--- src/rtl/ps2_host_tx.sv ---
`default_nettype none
// ============================================================================
// Module   : ps2_host_tx
// Brief    : Host-to-device PS2 transmitter. Runs the request-to-send
//            sequence, shifts one command byte out on device clocks with odd
//            parity and a stop bit, then checks the device acknowledge.
//            Optional build macro PS2_TX_ACK_CHECK_EN: when defined, a NACK
//            (data high on the acknowledge edge) reports tx_error; when
//            undefined the acknowledge bit is ignored.
// Revision : 1.0 - initial release
// ============================================================================
module ps2_host_tx #(
    parameter int INHIBIT_CYCLES = 5000,
    parameter int REQ_CYCLES     = 50,
    parameter int TIMEOUT_CYCLES = 750000
) (
    input  logic       clock,
    input  logic       reset,
    input  logic [7:0] tx_data,
    input  logic       tx_start,
    input  logic       ps2_clk_in,
    input  logic       ps2_data_in,
    output logic       ps2_clk_oe,
    output logic       ps2_data_oe,
    output logic       tx_busy,
    output logic       tx_done,
    output logic       tx_error
);

    // One counter serves the inhibit, request and timeout phases, so it is
    // sized for the largest of the three limits.
    localparam int C_MAX_AB = (INHIBIT_CYCLES > REQ_CYCLES) ? INHIBIT_CYCLES : REQ_CYCLES;
    localparam int C_MAX    = (C_MAX_AB > TIMEOUT_CYCLES) ? C_MAX_AB : TIMEOUT_CYCLES;
    localparam int C_CNT_W  = $clog2(C_MAX) + 1;

    localparam logic [C_CNT_W-1:0] C_INH_LAST = C_CNT_W'(INHIBIT_CYCLES - 1);
    localparam logic [C_CNT_W-1:0] C_REQ_LAST = C_CNT_W'(REQ_CYCLES - 1);
    localparam logic [C_CNT_W-1:0] C_TO_LAST  = C_CNT_W'(TIMEOUT_CYCLES - 1);
    localparam logic [3:0]         C_STOP_IDX = 4'd9;

    typedef enum logic [2:0] {
        S_IDLE      = 3'd0,
        S_INHIBIT   = 3'd1,
        S_REQ       = 3'd2,
        S_SEND      = 3'd3,
        S_ACK       = 3'd4,
        S_WAIT_IDLE = 3'd5
    } state_t;

    state_t              r_state;
    logic [C_CNT_W-1:0]  r_cnt;
    logic [3:0]          r_bit_cnt;
    logic [9:0]          r_frame;
    logic                r_ack_ok;

    logic                r_clk_meta;
    logic                r_clk_sync;
    logic                r_clk_prev;
    logic                r_data_meta;
    logic                r_data_sync;

    logic                w_fall;
    logic [C_CNT_W-1:0]  w_cnt_inc;
    logic [3:0]          w_bit_inc;
    logic                w_ack_sample;

    // Device falling edge, seen on the synchronized clock line.
    assign w_fall = r_clk_prev & ~r_clk_sync;

    // Counters hold at all-ones instead of wrapping.
    assign w_cnt_inc = (r_cnt == {C_CNT_W{1'b1}}) ? r_cnt : r_cnt + 1'b1;
    assign w_bit_inc = (r_bit_cnt == 4'hF) ? r_bit_cnt : r_bit_cnt + 1'b1;

`ifdef PS2_TX_ACK_CHECK_EN
    // Device pulls data low to acknowledge.
    assign w_ack_sample = ~r_data_sync;
`else
    // Acknowledge bit is ignored; every frame that completes is a success.
    assign w_ack_sample = 1'b1;
`endif

    // Two-flop synchronizers for the asynchronous PS2 lines plus edge history.
    always_ff @(posedge clock or posedge reset) begin
        if (reset) begin
            r_clk_meta  <= 1'b0;
            r_clk_sync  <= 1'b0;
            r_clk_prev  <= 1'b0;
            r_data_meta <= 1'b0;
            r_data_sync <= 1'b0;
        end else begin
            r_clk_meta  <= ps2_clk_in;
            r_clk_sync  <= r_clk_meta;
            r_clk_prev  <= r_clk_sync;
            r_data_meta <= ps2_data_in;
            r_data_sync <= r_data_meta;
        end
    end

    // Transmit sequencer with registered line enables and status pulses.
    always_ff @(posedge clock or posedge reset) begin
        if (reset) begin
            r_state     <= S_IDLE;
            r_cnt       <= '0;
            r_bit_cnt   <= '0;
            r_frame     <= '0;
            r_ack_ok    <= 1'b0;
            ps2_clk_oe  <= 1'b0;
            ps2_data_oe <= 1'b0;
            tx_busy     <= 1'b0;
            tx_done     <= 1'b0;
            tx_error    <= 1'b0;
        end else begin
            tx_done  <= 1'b0;
            tx_error <= 1'b0;
            case (r_state)
                S_IDLE: begin
                    if (tx_start) begin
                        r_frame    <= {1'b1, ~^tx_data, tx_data};
                        r_cnt      <= '0;
                        ps2_clk_oe <= 1'b1;
                        tx_busy    <= 1'b1;
                        r_state    <= S_INHIBIT;
                    end
                end

                S_INHIBIT: begin
                    if (r_cnt == C_INH_LAST) begin
                        r_cnt       <= '0;
                        ps2_data_oe <= 1'b1;
                        r_state     <= S_REQ;
                    end else begin
                        r_cnt <= w_cnt_inc;
                    end
                end

                S_REQ: begin
                    if (r_cnt == C_REQ_LAST) begin
                        r_cnt      <= '0;
                        r_bit_cnt  <= '0;
                        ps2_clk_oe <= 1'b0;
                        r_state    <= S_SEND;
                    end else begin
                        r_cnt <= w_cnt_inc;
                    end
                end

                default: begin
                    // SEND, ACK and WAIT_IDLE share the inter-edge timeout.
                    if (!w_fall && (r_cnt == C_TO_LAST)) begin
                        ps2_clk_oe  <= 1'b0;
                        ps2_data_oe <= 1'b0;
                        tx_busy     <= 1'b0;
                        tx_error    <= 1'b1;
                        r_state     <= S_IDLE;
                    end else begin
                        r_cnt <= w_fall ? '0 : w_cnt_inc;
                        if (r_state == S_SEND) begin
                            if (w_fall) begin
                                ps2_data_oe <= ~r_frame[0];
                                r_frame     <= {1'b0, r_frame[9:1]};
                                r_bit_cnt   <= w_bit_inc;
                                if (r_bit_cnt == C_STOP_IDX) begin
                                    r_state <= S_ACK;
                                end
                            end
                        end else if (r_state == S_ACK) begin
                            if (w_fall) begin
                                r_ack_ok <= w_ack_sample;
                                r_state  <= S_WAIT_IDLE;
                            end
                        end else begin
                            // Wait for the device to release both lines.
                            if (r_clk_sync && r_data_sync) begin
                                tx_done  <= r_ack_ok;
                                tx_error <= ~r_ack_ok;
                                tx_busy  <= 1'b0;
                                r_state  <= S_IDLE;
                            end
                        end
                    end
                end
            endcase
        end
    end

endmodule
`default_nettype wire

--- config.mk ---
export PLATFORM = sky130hd
export DESIGN_NAME = ps2_host_tx
export DESIGN_NICKNAME = d
export VERILOG_FILES = /design/src/rtl/ps2_host_tx.sv
export SDC_FILE = /design/constraint.sdc
export NUM_CORES = 1
export LEC_CHECK = 0
export BUFFER_PORTS_ARGS = -buffer_cell sky130_fd_sc_hd__buf_4
export CAP_MARGIN = 20
export CORE_ASPECT_RATIO = 1.75
export CORE_MARGIN = 5
export CORE_UTILIZATION = 65
export CTS_CLUSTER_SIZE = 10
export DETAILED_ROUTE_END_ITERATION = 7
export GPL_TIMING_DRIVEN = 0
export PLACE_DENSITY = 0.92
export SLEW_MARGIN = 20
export SYNTH_ARGS = -nofsm -noshare
export SYNTH_HDL_FRONTEND = slang
export SYNTH_SLANG_ARGS = --single-unit
--- constraint.sdc ---
create_clock -name clock -period 6.2 [get_ports clock]
set_input_delay 1.24 -clock clock [delete_from_list [all_inputs] [get_ports clock]]
set_output_delay 1.24 -clock clock [all_outputs]
set_load 0.03 [all_outputs]
==> results of run 1 <==
## registers in the layout, summed over array words and instances, names as in the netlist
register,cells
ps2_clk_oe,1
ps2_data_oe,1
r_ack_ok,1
r_bit_cnt,4
r_clk_meta,1
r_clk_prev,1
r_clk_sync,1
r_cnt,21
r_data_meta,1
r_data_sync,1
r_frame,10
r_state,3
tx_busy,1
tx_done,1
tx_error,1
## layout by cell type (no fill, tap or decap), drive strengths merged, types with 3 or more instances in the layout
master  netlist  routed
nor2         43      43
nand4        22      22
mux2i         9       9
xor2         16      16
and3         11      11
nand3b        3       3
inv           6       6
nand2b        5       5
buf           7      25
nand2        23      23
a31oi         3       3
nand4b        4       4
dfrtp        49      49
ha            4       4
nor4          5       5
nand3         9       9
nor3          3       3
a21oi        17      17
xnor2         9       9
clkbuf        6      13
o21ai        15      15
and4          3       3
## how the worst max path moves through the flow
stage	start	end	depth (start not counted)
2_1_floorplan	reset	ps2_clk_oe	1
3_3_place_gp	reset	r_frame[6]	2
3_5_place_dp	tx_start	r_cnt[8]	7
4_1_cts	tx_start	r_cnt[8]	7
5_1_grt	tx_start	r_cnt[10]	7
6_report	tx_start	r_cnt[11]	7
## worst register-to-register path, delay by kind of cell (launching register included)
| kind | cells | cell delay [ns] |
|---|---|---|
| adders and majority gates | 1 | 0.21 |
| DFF | 1 | 0.43 |
| and+or+nand+nor | 4 | 1.53 |
| AOI/OAI and AO/OA | 2 | 0.27 |
## report_power, final
part           switching, mW  leakage [nW]  total, mW  internal (mW)
Clock                  0.102        0.0585      0.234          0.132
Sequential           0.00270         0.623      0.327          0.324
Combinational         0.0162         0.652     0.0309         0.0148
Total                  0.121          1.33      0.591          0.470
## layer usage
metal / up-vias / global-route usage, % / share of wire (%)
li1: 1106 / - / -
met2: 113 / 45.6 / 53
met5: - / 0 / 0
met3: 34 / 4.43 / 5.4
met4: 0 / 17.0 / 5.3
met1: 1145 / 23.9 / 36
## stage by stage
| stage | cells | hold slack, ns | utilization, % | setup slack [ns] |
|---|---|---|---|---|
| 2_1_floorplan | 296 | 0.331 | - | 3.79 |
| 3_3_place_gp | 362 | 0.332 | 71.0 | 3.23 |
| 3_5_place_dp | 363 | 0.346 | 71.5 | 3.26 |
| 4_1_cts | 371 | 0.356 | 74.3 | 3.59 |
| 5_1_grt | 371 | 0.371 | 74.3 | 3.40 |
| 6_report | 371 | 0.351 | 74.3 | 3.53 |
## kinds of logic after synthesis
logic type	after synthesis	synth area share [%]
AO/OA/AOI/OAI	47	10.1
buffers and inverters	19	3.44
AND/OR/NAND/NOR	143	28.4
adder cells (fa/ha/maj)	4	1.83
multiplexers	9	3.30
XOR/XNOR	25	8.02
flip-flops	49	44.9
## area by class of cell
type / count / share of cell area [%]
Multi-Input combinational cell: 228 / 46.2
Sequential cell: 49 / 40.1
Timing Repair Buffer: 18 / 4.83
Clock buffer: 7 / 2.82
Buffer: 13 / 2.33
Tap cell: 49 / 2.01
Clock inverter: 1 / 0.982
Inverter: 6 / 0.737
==> results by group, run 1 <==
Run status
  • Status: finished, final reports clean

GRT
  • Initial antenna violation count: 0
  • First-pass GRT wire length: between 10 and 15 mm
  • Gr usage total: 24.7%
  • Largest net degree at the start of global routing: 32
  • GRT Residual Overflow: 0
  • Vias in the first global route: 2,506

Floorplanning
  • Die Wd: 59 um
  • Overall die area: 0.00565 mm2
  • Core box area: 0.00411 mm2
  • Starting Density: roughly two thirds
  • I/O pin count: 18
  • Die extent in y: ~96 um
  • Rows: 31

Clock network
  • Clk Tree Root Cell: clkbuf_8
  • Later-pin clock latency in the skew report: 0.31 ns
  • Clock-pin transition on the worst setup and hold timing paths: 0.09 ns
  • CTS H-tree depth: 2
  • CTS tree: yes
  • Post-CTS Setup Inserts: 0
  • TritonCTS sink count: between 40 and 50
  • Cts hold-fix bufs: 0
  • Num CTS Buffers: 5
  • Deepest clock path buffer count: 2
  • PostCTS Resize Cnt: 0

Cells and area
  • Area growth syn-to-layout: 11.9%
  • Flip-flop and latch area: 0.00123 mm2
  • Number of fill cells: 304
  • Fin area: 0.00306 mm2
  • Diodes inserted: 0
  • Area of the multi-input gates: between 0.001 and 0.0015 mm2
  • Final net count: 338
  • Share of cells above drive strength 1: 12.7%

Pwr
  • Power per cell area: 193 mW/mm2
  • Max VDD drop: 0.209 mV
  • Pleak: ~1.3 nW
  • PnR Total Power: between 500 and 600 uW

Place
  • Final RePlAce weighted congestion: 0.905
  • IO Port Bufs: 17
  • Detailed-placement wirelength estimate: 4.68 mm
  • Dpl cell area: 0.00294 mm2

STA
  • Finish-stage setup viols: 0
  • Final Hold Viols: 0
  • Final Critical Period: 2.67 ns
  • Max Clock Freq: 374 MHz
  • Pins Over Slew Limit: 0
  • Worst Tran Pin Value: 0.894 ns
  • RSZ-0062 raised after global routing: false
  • Setup tns final: 0 ns
  • Worst slew margin: 39.9%
  • Clock skew: 0.00986 ns
  • Final period utilization: between 40% and 50%

Synthesis
  • Ys async rst share: 100%
  • Synth top area share: 44.9%
  • Synth Warn #: 0
  • Sequential area share after synthesis: 44.9%
  • Syn Area/Cell: 9.23 um2
  • Top-count cell post-synth: dfrtp_1
  • Synth area leader: dfrtp_1
  • Post-synth top flop: dfrtp_1
  • Cells after Synth: 296
  • Post-synthesis register bit count: 49
  • Post-Syn Nets: approximately 310
  • Synth top cells by count: 49 x dfrtp_1, 42 x nor2_1, 23 x nand2_1, 21 x nand4_1, 17 x a21oi_1
  • Netlist cell types: 46
  • Synthesized area: 0.00273 mm2
  • Leading post-synthesis cells by cell area: dfrtp_1 45%, nor2_1 5.8%, xor2_1 5.1%
  • Post-synth EDFFs: 0

Routing
  • DRC violations left: 0
  • Routed len/inst: 17.0 um
  • DR vias/cell: 6.46
  • Post-route ant nets: 0
  • Pre-Repair DR Iteration Count: 5
  • Routed Wire Length: 6.31 mm
  • DR vias: 2,398
  • Iter 0 DRT Violations: 151

Worst hold path
  • Hold Startpoint: r_data_meta
  • Worst Hold End: r_data_sync
  • Hold path depth: 0
  • HP Class: flop to flop

Critical path
  • Startpoint types: input pin
  • Worst R2R End: r_state[0]
  • Crit path arrival time: 2.86 ns
  • Worst endpoint required time: 6.39 ns
  • Worst reg-to-reg path cell count: 7
  • Critical Path Sink Type: flop
  • CP Max Fanout: 10
  • Largest delay contributor family on the critical path: buffers and inverters
  • Ordered list of cells on the worst path: buf_4 -> nand2b_1 -> clkbuf_1 -> buf_1 -> nand4_1 -> xor2_1 -> nor2_1
  • Kind of critical path: input pin to flop
  • Worst reg2reg path startpoint: r_cnt[0]
  • R2R setup slack: roughly 3.7 ns
  • Worst path slowest cell: buf_1
  • CP bufs+invs: 3
  • Max stage delay on crit path: 0.51 ns

Flow run
  • Max Cap Violations: 0
Note: power is estimated with default switching activity, not from simulation.
==> run 2, diff against run 1 <==
CORE_UTILIZATION = 60   (was 65)
PLACE_DENSITY = 0.86   (was 0.92)
clock period = 2.5 ns   (was 6.2 ns; I/O delays follow)
==> run 2 against run 1 <==
  * Setup slack worse by 3.5 ns
  * Routed wire length up 0.97%
  * Sequential power up 150%
  * Sequential share of layout area about the same
  * Non-clock buffer count up 3
  * Die area up 7.2%
  * Power up 130%
  * Largest power group unchanged
==> results by group, run 2 (synthesized netlist as in run 1, its figures left out) <==
Cells and area
  • Top reg by flops: r_cnt (unchanged)
  • Commonest non-fill, non-tap cell in the layout: dfrtp_1 (unchanged)
  • Commonest cells after routing, fill and taps aside: 49 x dfrtp_1, 42 x nor2_1, 23 x nand2_1 (unchanged)
  • Diodes inserted: 0 (unchanged)
  • Final Non-Filler Cells: 376 (was 371)
  • Area growth syn-to-layout: 12.0% (was 11.9%)
  • Final net count: 341 (was 338)
  • Share of cells above drive strength 1: 14.2% (was 12.7%)
  • Max reg flops: 21 (unchanged)
  • Largest regs: r_cnt: 21 flops, r_frame: 10 flops, r_bit_cnt: 4 flops (unchanged)
  • Number of fill cells: 362 (was 304)
  • Fin area: 0.00306 mm2 (about the same)

Critical path
  • CP Max Fanout: 10 (unchanged)
  • Crit path arrival time: 2.62 ns (was 2.86 ns)
  • Kind of critical path: flop to flop (was input pin to flop)
  • Critical Path Sink Type: flop (unchanged)
  • Startpoint types: flop (was input pin)
  • Worst endpoint required time: 2.69 ns (was 6.39 ns)

Routing
  • Routed len/inst: 16.9 um (was 17.0 um)
  • DR vias/cell: 6.35 (was 6.46)
  • DRC violations left: 0 (unchanged)
  • DR vias: 2,389 (was 2,398)
  • Pre-Repair DR Iteration Count: 5 (unchanged)
  • Iter 0 DRT Violations: 141 (was 151)
  • Post-route ant nets: 0 (unchanged)
  • Routed Wire Length: 6.37 mm (was 6.31 mm)

Floorplanning
  • I/O pin count: 18 (unchanged)
  • Overall die area: 0.00605 mm2 (was 0.00565 mm2)
  • Starting Density: 62.0% (was 66.4%)
  • Die Wd: 61 um (was 59 um)
  • Core box area: 0.00440 mm2 (was 0.00411 mm2)
  • Die extent in y: 99.3 um (was 95.8 um)
  • Rows: 32 (was 31)

STA
  • Worst Tran Pin Value: 0.663 ns (was 0.894 ns)
  • Final period utilization: 97.2%
  • Pins Over Slew Limit: 0 (unchanged)
  • Worst hold slack: 0.200 ns (was 0.351 ns)
  • Finish-stage setup viols: 0 (unchanged)
  • Final Hold Viols: 0 (unchanged)
  • Setup tns final: 0 ns (unchanged)
  • Worst slew margin: 55.8% (was 39.9%)
  • Max Clock Freq: 411 MHz
  • Clock skew: 0.0102 ns (was 0.00986 ns)
  • Final Critical Period: 2.43 ns
  • Worst setup margin: 0.0695 ns (was 3.53 ns)

Worst hold path
  • HP Class: input pin to asynchronous set/reset pin (was flop to flop)

GRT
  • Gr usage total: 22.0% (was 24.7%)
  • First-pass GRT wire length: 10.3 mm (was 10.7 mm)
  • Vias in the first global route: 2,379 (was 2,506)
  • Largest net degree at the start of global routing: 31 (was 32)
  • Initial antenna violation count: 0 (unchanged)
  • GRT Residual Overflow: 0 (unchanged)

Pwr
  • Sw Share: 23.0% (was 20.5%)
  • Net switching power: 311 uW (was 121 uW)
  • Reg power frac: 60.1% (was 55.2%)
  • Logic pwr share: 5.7% (was 5.2%)
  • Power per cell area: 441 mW/mm2 (was 193 mW/mm2)
  • Max VDD drop: 0.497 mV (was 0.209 mV)
  • Cell-internal power: 1.04 mW (was 470 uW)
  • Power share of the clock group: 34.2% (was 39.5%)
  • Pleak: 1.33 nW (about the same)

Place
  • Final RePlAce weighted congestion: 0.908 (was 0.905)
  • Dpl cell area: 0.00294 mm2 (about the same)
  • Pre-CTS setup slack: 0.0613 ns (was 3.26 ns)
  • IO Port Bufs: 17 (unchanged)
  • Detailed-placement wirelength estimate: 4.61 mm (was 4.68 mm)
  • Placed cells: 365 (was 363)

Clock network
  • Num CTS Buffers: 5 (unchanged)
  • Later-pin clock latency in the skew report: 0.30 ns (was 0.31 ns)
  • Clock-pin transition on the worst setup and hold timing paths: 0.09 ns (about the same)
  • Cts hold-fix bufs: 0 (unchanged)
  • Deepest clock path buffer count: 2 (unchanged)
  • Clk Tree Root Cell: clkbuf_8 (unchanged)
  • CTS H-tree depth: 2 (unchanged)
  • TritonCTS sink count: 49 (unchanged)
  • CTS tree: yes (unchanged)

Run status
  • Status: finished, final reports clean (unchanged)

Flow run
  • Max Cap Violations: 0 (unchanged)
[run 2: cell count changes in the layout (fill, tap and decap cells not counted)]
cell,previous run,this run
buf_1,2,1
buf_4,17,20
bufinv_16,1,0
clkbuf_2,0,1
clkbuf_8,6,5
clkinvlp_4,0,2
nor3_1,3,2
nor3_2,0,1
[run 2: critical path, cell delays in order, from the launching register on]
cell and delay [ns]:
dfrtp_1 0.42, ha_1 0.21, nand3b_1 0.11, or4_4 0.55, or3_1 0.38, buf_6 0.16, buf_8 0.15, nand4_1 0.10
xor2_1 0.18, nor2_1 0.06
[run 2: worst paths after layout]
check,from,to,slack [ns],depth (start not counted)
setup reg to reg,r_cnt[1],r_cnt[8],0.07,9
hold reg to reg,r_data_meta,r_data_sync,0.35,0
max in group asynchronous,reset,r_frame[3],1.81,3
hold / removal,reset,r_cnt[6],0.20,2
setup / recovery,r_cnt[1],r_cnt[8],0.07,9
min in group clock,ps2_clk_in,r_clk_meta,0.30,1
[run 2: timing repair]
item	CTS	global route
setup endpoints to repair	0	14
setup buffers	0	3
gates resized for setup	0	2
[run 2: layout make-up]
cell class | count | area, um2 | area share (%)
sequential | 49 | 1230 | 40.1
inverter | 6 | 22.5 | 0.736
clock inverter | 2 | 15.0 | 0.491
clock buffer | 6 | 72.6 | 2.37
multi-input combinational | 228 | 1420 | 46.3
tap | 51 | 63.8 | 2.09
timing repair buffer | 21 | 170 | 5.56
buffer | 13 | 72.6 | 2.37
[run 2: metrics by stage]
step	util (%)	power (mW)
floorplan	-	0.870
global placement	66.4	0.897
detailed placement	66.8	0.905
finish	69.5	1.35
global route	69.5	1.40
CTS	68.8	1.36
[run 2: per-layer routing]
| layer | wire [um] | vias to the layer above | GRT usage, % |
|---|---|---|---|
| li1 | - | 1115 | - |
| met1 | 2340 | 1127 | 23.4 |
| met5 | 0 | - | 0 |
| met3 | 369 | 35 | 3.64 |
| met4 | 280 | 0 | 12.9 |
| met2 | 3380 | 112 | 38.8 |
[run 2: power groups by stage]
stage	clock network (mW)	logic, mW	registers [mW]
global placement	0	0.0721	0.825
detailed placement	0	0.0790	0.826
global route	0.505	0.0865	0.812
CTS	0.474	0.0792	0.810
floorplan	0	0.0459	0.824
finish	0.461	0.0772	0.810
